`config.mk`:
```
export PLATFORM = sky130hd
export DESIGN_NAME = fsmd_capture_buffer_flat
export DESIGN_NICKNAME = d
export VERILOG_FILES = /design/src/rtl/fsmd_capture_buffer_if.sv /design/src/rtl/fsmd_capture_buffer.sv /design/src/flat_wrapper.sv
export SDC_FILE = /design/constraint.sdc
export NUM_CORES = 1
export LEC_CHECK = 0
export CAP_MARGIN = 25
export CORE_ASPECT_RATIO = 1.75
export CORE_MARGIN = 2
export CORE_UTILIZATION = 46
export DETAILED_ROUTE_END_ITERATION = 10
export PLACE_DENSITY = 0.69
export SLEW_MARGIN = 20
export SYNTH_ARGS = -nofsm -noshare
export SYNTH_HDL_FRONTEND = slang
export SYNTH_SLANG_ARGS = --single-unit
export TNS_END_PERCENT = 5
```
`constraint.sdc`:
```
create_clock -name clk -period 3.19 [get_ports clk]
set_input_delay 0.638 -clock clk [delete_from_list [all_inputs] [get_ports clk]]
set_output_delay 0.638 -clock clk [all_outputs]
set_load 0.1 [all_outputs]
```
`src/rtl/fsmd_capture_buffer_if.sv`:
```
// Drain-side handshake between the capture buffer and its consumer.
// The buffer drives valid/data as master; the consumer drives ready as slave.
interface fsmd_capture_buffer_if #(
  parameter int WIDTH = 16
);
  logic             out_valid;
  logic             out_ready;
  logic [WIDTH-1:0] out_data;

  modport master (output out_valid, output out_data, input out_ready);
  modport slave  (input out_valid, input out_data, output out_ready);
endinterface

```
`src/rtl/fsmd_capture_buffer.sv`:
```
// Capture FIFO behind the 1010 detector: queues datapath words on match and drains them over valid/ready.
// Optional statistics (drop_cnt, total_cnt) are built when CAPTURE_STATS_EN is defined.
module fsmd_capture_buffer #(
  parameter int WIDTH       = 16,
  parameter int DEPTH       = 4,
  parameter int CAP_LATENCY = 1
) (
  input  logic                     clk,
  input  logic                     reset,
  input  logic                     match_in,
  input  logic [WIDTH-1:0]         word_in,
  input  logic                     clr_ovf,
  fsmd_capture_buffer_if.master    bus,
  output logic [$clog2(DEPTH):0]   count,
  output logic                     full,
  output logic                     overflow
`ifdef CAPTURE_STATS_EN
  ,
  output logic [7:0]               drop_cnt,
  output logic [15:0]              total_cnt
`endif
);

  localparam int PTR_W = $clog2(DEPTH);
  localparam int CNT_W = PTR_W + 1;

  logic [WIDTH-1:0] mem_q [DEPTH];
  logic [PTR_W-1:0] wr_ptr_q, wr_ptr_d;
  logic [PTR_W-1:0] rd_ptr_q, rd_ptr_d;
  logic [CNT_W-1:0] count_q, count_d;
  logic             ovf_q, ovf_d;
  logic             cap_wr;
  logic             full_w;
  logic             rd_en;
  logic             wr_ok;
  logic             drop;

  // Capture strobe: either the registered match (word arrives a cycle later) or the raw match
  generate
    if (CAP_LATENCY == 1) begin : g_lat1
      logic cap_q;
      always_ff @(posedge clk) begin
        if (reset) cap_q <= 1'b0;
        else       cap_q <= match_in;
      end
      assign cap_wr = cap_q;
    end else begin : g_lat0
      assign cap_wr = match_in;
    end
  endgenerate

  assign full_w = (count_q == CNT_W'(DEPTH));
  assign rd_en  = (count_q != '0) && bus.out_ready;
  // A full FIFO still accepts a capture when the head leaves on the same edge
  assign wr_ok  = cap_wr && (!full_w || rd_en);
  assign drop   = cap_wr && full_w && !rd_en;

  always_comb begin
    wr_ptr_d = wr_ptr_q;
    rd_ptr_d = rd_ptr_q;
    count_d  = count_q;
    ovf_d    = ovf_q;
    if (wr_ok) wr_ptr_d = wr_ptr_q + PTR_W'(1);
    if (rd_en) rd_ptr_d = rd_ptr_q + PTR_W'(1);
    case ({wr_ok, rd_en})
      2'b10:   count_d = count_q + CNT_W'(1);
      2'b01:   count_d = count_q - CNT_W'(1);
      default: count_d = count_q;
    endcase
    if (drop)         ovf_d = 1'b1;
    else if (clr_ovf) ovf_d = 1'b0;
  end

  always_ff @(posedge clk) begin
    if (reset) begin
      wr_ptr_q <= '0;
      rd_ptr_q <= '0;
      count_q  <= '0;
      ovf_q    <= 1'b0;
    end else begin
      wr_ptr_q <= wr_ptr_d;
      rd_ptr_q <= rd_ptr_d;
      count_q  <= count_d;
      ovf_q    <= ovf_d;
    end
  end

  // Storage is data only; pointers and count define which entries are meaningful
  always_ff @(posedge clk) begin
    if (wr_ok && !reset) mem_q[wr_ptr_q] <= word_in;
  end

  assign bus.out_valid = (count_q != '0);
  assign bus.out_data  = (count_q != '0) ? mem_q[rd_ptr_q] : '0;
  assign count         = count_q;
  assign full          = full_w;
  assign overflow      = ovf_q;

`ifdef CAPTURE_STATS_EN
  logic [7:0]  drop_cnt_q, drop_cnt_d;
  logic [15:0] total_cnt_q, total_cnt_d;

  always_comb begin
    drop_cnt_d  = drop_cnt_q;
    total_cnt_d = total_cnt_q;
    if (clr_ovf)                          drop_cnt_d = drop ? 8'd1 : 8'd0;
    else if (drop && drop_cnt_q != 8'hFF) drop_cnt_d = drop_cnt_q + 8'd1;
    if (wr_ok) total_cnt_d = total_cnt_q + 16'd1;
  end

  always_ff @(posedge clk) begin
    if (reset) begin
      drop_cnt_q  <= '0;
      total_cnt_q <= '0;
    end else begin
      drop_cnt_q  <= drop_cnt_d;
      total_cnt_q <= total_cnt_d;
    end
  end

  assign drop_cnt  = drop_cnt_q;
  assign total_cnt = total_cnt_q;
`endif

endmodule

```
`src/flat_wrapper.sv`:
```
// flat-port wrapper written by rule: the top's interface ports become plain ports
module fsmd_capture_buffer_flat 
#(
  parameter int WIDTH       = 16,
  parameter int DEPTH       = 4,
  parameter int CAP_LATENCY = 1
)
  (clk, reset, match_in, word_in, clr_ovf, count, full, overflow, bus_out_valid, bus_out_data, bus_out_ready);
  fsmd_capture_buffer_if #(.WIDTH(WIDTH)) bus_i ();
  input  logic clk;
  input  logic reset;
  input  logic match_in;
  input  logic [WIDTH-1:0] word_in;
  input  logic clr_ovf;
  output logic [$clog2(DEPTH):0] count;
  output logic full;
  output logic overflow;
  output wire logic [$bits(bus_i.out_valid)-1:0] bus_out_valid;
  output wire logic [$bits(bus_i.out_data)-1:0] bus_out_data;
  input wire logic [$bits(bus_i.out_ready)-1:0] bus_out_ready;
  assign bus_out_valid = bus_i.out_valid;
  assign bus_out_data = bus_i.out_data;
  assign bus_i.out_ready = bus_out_ready;
  fsmd_capture_buffer #(.WIDTH(WIDTH), .DEPTH(DEPTH), .CAP_LATENCY(CAP_LATENCY)) u_core (.clk(clk), .reset(reset), .match_in(match_in), .word_in(word_in), .clr_ovf(clr_ovf), .bus(bus_i), .count(count), .full(full), .overflow(overflow));
endmodule
```
==> impl_metrics.tcl, run 1 <==
set metrics [dict create \
    synth_xor_area_frac 0.00883 \
    grt_antenna_before_repair 0 \
    cp_data_required_time_ns 3.45 \
    drc 0 \
    die_h_microns 110 \
    final_cell_mix "64 x edfxtp_1, 20 x clkdlybuf4s50_1, 16 x mux4_2, 16 x buf_12, 15 x nor2b_1" \
    fmax_ghz 0.377 \
    critical_path_arrival_ns 2.91 \
    track_usage 0.160 \
    coreArea_sq_um 6230 \
    skew_ns 0.00519 \
    dr.first_iter.drc_count 66 \
    synth_cell_types 27 \
    path_class "reg2reg" \
    synth-seq-cells 75 \
    tightestPinTransition_ns 0.790 \
    clk_pin_slew_ns 0.07 \
    start_util 0.478 \
    reg2reg_slack_ns 0.54 \
    die_w_microns 64.8 \
    ys_seq_area_frac 0.720 \
    cts_made_buffers 9 \
    postSynthCellCount 162 \
    diodes 0 \
    row_count 38 \
    dieArea_sq_um 7160 \
    path_max_fanout 6 \
    timing.rr.start "u_core.count[2]" \
    grt_pass1_vias 1744 \
    nets 242 \
    cap_viol_max_count 0 \
    min_to "u_core.overflow" \
    syn-cell-area_sq_um 2980 \
    rsz0062_at_grt "false" \
    grt_pass1_wl_microns 8290 \
    finalCriticalPeriod_ns 2.65 \
    place.gp.congestion 0.688 \
    synth_compound_area_frac 0.0151 \
    run_status "complete, no violations" \
    hold_viol_final 0 \
    drv_slew 0 \
    clock_sinks 75 \
    holdBufCountCts 0 \
    slew_headroom 0.472 \
    clock_latency_ns 0.34 \
    synth_top_family_by_area "multiplexers" \
    cts_tree "built" \
    cts_root_buf "clkbuf_8" \
    fin_crit_sh 0.832 \
    io_buffers 42 \
    h-tree-depth 3 \
    grt_max_degree 20 \
    yosysWarnings 0 \
    drt_wl_total_microns 5050 \
    stdcell_area_sq_um 3860 \
    viasPerCell 5.23 \
    setup_violations 0 \
    dpl_cell_area_sq_um 3670 \
    min_delay_path_depth 2 \
    io_pins 43 \
    post-cts-setup-buffer-count 0 \
    drt_first_pass_iters 4 \
    syn_nets 189 \
    avgRoutedWirePerCell_microns 16.8 \
    clock_path_buffers 2 \
    cts_resized 0 \
    hold_start "u_core.overflow" \
    yosys.area_share.adder 0.0277 \
    synth_simple_gate_area_frac 0.0761 \
    vias 1568 \
    ant_nets 0 \
    muxShareOfSynthArea 0.129 \
    area_delta_synth_final_pct 29.8 \
    rr_worst_depth 9 \
    syn_area_per_cell_sq_um 18.4 \
    cp-start-kind "register" \
    drive_gt1_frac 0.286 \
    hold_path.class "reg2reg" \
    grt_overflow 0 \
    crit_path_end_kind "register" \
    r2r_end "u_core.count[2]" \
    layout_commonest_cell "edfxtp_1" \
    final_util 0.621 \
    dp.final_hpwl_microns 3490 \
]
[worst max path at each step]
stage,start,to,slack (ns),depth (start not counted)
floorplan,u_core.count[0],bus_out_data[10],-0.28,3
global placement,bus_out_ready,u_core.count[2],0.35,9
detailed placement,bus_out_ready,u_core.count[2],0.26,9
CTS,register,bus_out_data[9],0.52,3
global route,u_core.count[2],u_core.count[2],0.39,9
finish,u_core.count[2],u_core.count[2],0.54,9
[cell usage after synthesis]
library cell | n | area, sq um
nor2b_1 | 15 | 93.8
a21oi_1 | 4 | 20.0
nand2_1 | 1 | 3.75
ha_1 | 5 | 62.6
mux2_4 | 1 | 15.0
nor3_2 | 1 | 10.0
mux4_2 | 16 | 360
mux2i_1 | 1 | 10.0
or3b_1 | 1 | 8.76
nand2b_1 | 3 | 18.8
nor3b_1 | 4 | 30.0
buf_6 | 1 | 11.3
buf_2 | 1 | 5.00
nor2_1 | 7 | 26.3
nand3b_1 | 1 | 7.51
dfxtp_1 | 11 | 220
inv_1 | 9 | 33.8
or3_1 | 2 | 12.5
xor2_1 | 3 | 26.3
clkbuf_1 | 3 | 11.3
o31ai_1 | 1 | 7.51
buf_4 | 1 | 7.51
o21ai_0 | 2 | 10.0
and2b_1 | 2 | 15.0
edfxtp_1 | 64 | 1920
fa_1 | 1 | 20.0
o21a_1 | 1 | 7.51
[area by class of cell]
| type | instances | area [sq um] |
|---|---|---|
| clock buffer | 15 | 188 |
| clock inverter | 1 | 5.00 |
| fill | 469 | 2360 |
| inverter | 9 | 33.8 |
| multi-input combinational | 72 | 786 |
| sequential | 75 | 2140 |
| tap | 80 | 100 |
| timing repair buffer | 48 | 611 |
[through the flow]
step           setup WS, ns  hold slack, ns  setup TNS [ns]  cells
4_1_cts               0.522           0.492               0    300
5_1_grt               0.387           0.525               0    300
3_3_place_gp          0.346           0.458               0    284
3_5_place_dp          0.262           0.480               0    284
6_report              0.537           0.492               0    300
2_1_floorplan        -0.280           0.459           -4.55    162
[flip-flops by register name (all words and copies together), names as in the netlist, named ones only]
name	count
u_core.mem_q	64
u_core.cap_wr	1
u_core.rd_ptr_q	2
u_core.count	3
u_core.wr_ptr_q	2
u_core.overflow	1
[critical path: stages, from the launching register on]
cell and delay (ns):
dfxtp_1 0.42, or3b_1 0.41, o21a_1 0.24, inv_1 0.19, ha_1 0.23, inv_1 0.06, fa_1 0.37, xor2_1 0.16
or3_1 0.34, a21oi_1 0.15
[metal layers]
layer / up-vias / wire (microns) / track usage
li1: 721 / - / -
met1: 790 / 1800 / 0.162
met2: 49 / 2910 / 0.287
met3: 8 / 261 / 0.0530
met4: 0 / 79 / 0.0738
met5: - / 0 / 0
[cells by family (layout without fill, tap and decap cells)]
group           after synthesis  after routing
simple gates                 37             37
compound gates                8              8
fa+ha+maj                     6              6
mux                          18             18
xor+xnor                      3              3
buf+inv                      15             73
flops                        75             75
Power of run 1 is left out: the tool's default activity adds up to more than one toggle a clock period on the data nets, which glitch-free logic cannot reach.
==> run 2: changes to the inputs <==
- clock period: 3.19 -> 2.57 ns (I/O delays scaled with it)
==> run 2 against run 1 <==
Sequential share of layout area shrank 2.3 points; clock-buffer cell count shrank 3; clock skew rose by 0.00066 ns; cell area grew 4.7%; die area did not move; first-iteration DRC count grew 9.1%.
==> impl_metrics.tcl, run 2 (synthesized netlist as in run 1, its figures left out) <==
set metrics [dict create \
    grt_antenna_before_repair 0 \
    final_cells 306 \
    place_ws_ns -0.0397 \
    run_status "complete, no violations" \
    dieArea_sq_um 7160 \
    skew_ns 0.00585 \
    layout_commonest_cell "edfxtp_1" \
    ant_nets 0 \
    fin_crit_sh 0.937 \
    drv_slew 0 \
    row_count 38 \
    place.gp.congestion 0.696 \
    dp_cells 290 \
    tns_ns 0 \
    fmax_ghz 0.415 \
    holdBufCountCts 0 \
    final.setup.worst_slack_ns 0.162 \
    start_util 0.478 \
    tightestPinTransition_ns 0.623 \
    rr_worst_depth 9 \
    hold_viol_final 0 \
    grt_overflow 0 \
    top_register "u_core.mem_q" \
    finalCriticalPeriod_ns 2.41 \
    cap_viol_max_count 0 \
    cp-start-kind "register" \
    nets 248 \
    critical_path_arrival_ns 1.89 \
    h-tree-depth 3 \
    clock_latency_ns 0.33 \
    dr.first_iter.drc_count 72 \
    clock_sinks 75 \
    cts_tree "built" \
    area_delta_synth_final_pct 35.9 \
    min_delay_path_depth 2 \
    grt_pass1_vias 1844 \
    clock_path_buffers 2 \
    drive_gt1_frac 0.394 \
    cts_root_buf "clkbuf_8" \
    viasPerCell 5.19 \
    vias 1587 \
    dpl_cell_area_sq_um 3820 \
    clk_pin_slew_ns 0.07 \
    crit_end "bus_out_data[11]" \
    cp_data_required_time_ns 2.06 \
    avgRoutedWirePerCell_microns 18.1 \
    post-cts-setup-buffer-count 0 \
    die_h_microns 110 \
    timing.rr.start "u_core.count[0]" \
    io_buffers 42 \
    rsz0062_at_grt "false" \
    path_class "reg2out" \
    diodes 0 \
    largest_reg_flops 64 \
    fillers 425 \
    drt_wl_total_microns 5530 \
    final_cell_mix "64 x edfxtp_1, 20 x clkdlybuf4s50_1, 17 x buf_4, 17 x buf_12, 16 x mux4_2" \
    reg2reg_slack_ns 0.20 \
    stdcell_area_sq_um 4050 \
    r2r_end "u_core.count[2]" \
    hold_path.class "reg2reg" \
    cts_made_buffers 9 \
    setup_violations 0 \
    dp.final_hpwl_microns 3870 \
    die_w_microns 64.8 \
    io_pins 43 \
    track_usage 0.174 \
    drc 0 \
    crit_path_end_kind "primary output" \
    multiInputGateArea_sq_um 868 \
    drt_first_pass_iters 4 \
    path_max_fanout 16 \
    coreArea_sq_um 6230 \
    grt_pass1_wl_microns 9090 \
    sequential_cell_area_sq_um 2150 \
    slew_headroom 0.584 \
    cts_resized 0 \
    grt_max_degree 17 \
]
run 2: changes by cell type in the layout (fill, tap and decap cells not counted), moves of 3 or more:
cell,previous run,this run
nor2b_4,0,8
nor2b_1,15,1
dfxtp_1,11,8
buf_4,12,17
nor2b_2,0,6
run 2: critical path: stages (launching register included):
cell     delay (ns)
dfxtp_1        0.31
buf_4          0.31
mux4_2         0.54
and2b_2        0.22
buf_12         0.16
run 2: worst min-delay path by stage:
stage / startpoint / to / slack [ns]
3_5_place_dp: u_core.overflow / u_core.overflow / 0.48
2_1_floorplan: u_core.rd_ptr_q[1] / register / 0.46
6_report: u_core.overflow / u_core.overflow / 0.48
4_1_cts: u_core.overflow / u_core.overflow / 0.49
3_3_place_gp: u_core.overflow / u_core.overflow / 0.46
5_1_grt: u_core.overflow / u_core.overflow / 0.52
run 2: final cells by class:
| type | instances | share of cell area |
|---|---|---|
| clock buffers | 12 | 0.0383 |
| clock inverters | 4 | 0.0179 |
| inverters | 9 | 0.00835 |
| multi-input cells | 72 | 0.215 |
| flip-flops and latches | 75 | 0.531 |
| well taps | 80 | 0.0247 |
| repair buffers | 54 | 0.165 |
run 2: per-stage QoR:
step                hold WS [ns]   util
floorplan                  0.459      -
global placement           0.459  0.613
detailed placement         0.477  0.613
CTS                        0.488  0.650
global route               0.521  0.650
finish                     0.484  0.650
run 2: routing by layer:
layer,GRT usage,share of wire,up-vias
met2,0.302,0.57,44
met1,0.191,0.35,797
met4,0.104,0.031,0
li1,-,-,731
met3,0.0346,0.042,15
met5,0,0,-
Power of run 2 is left out for the same reason.
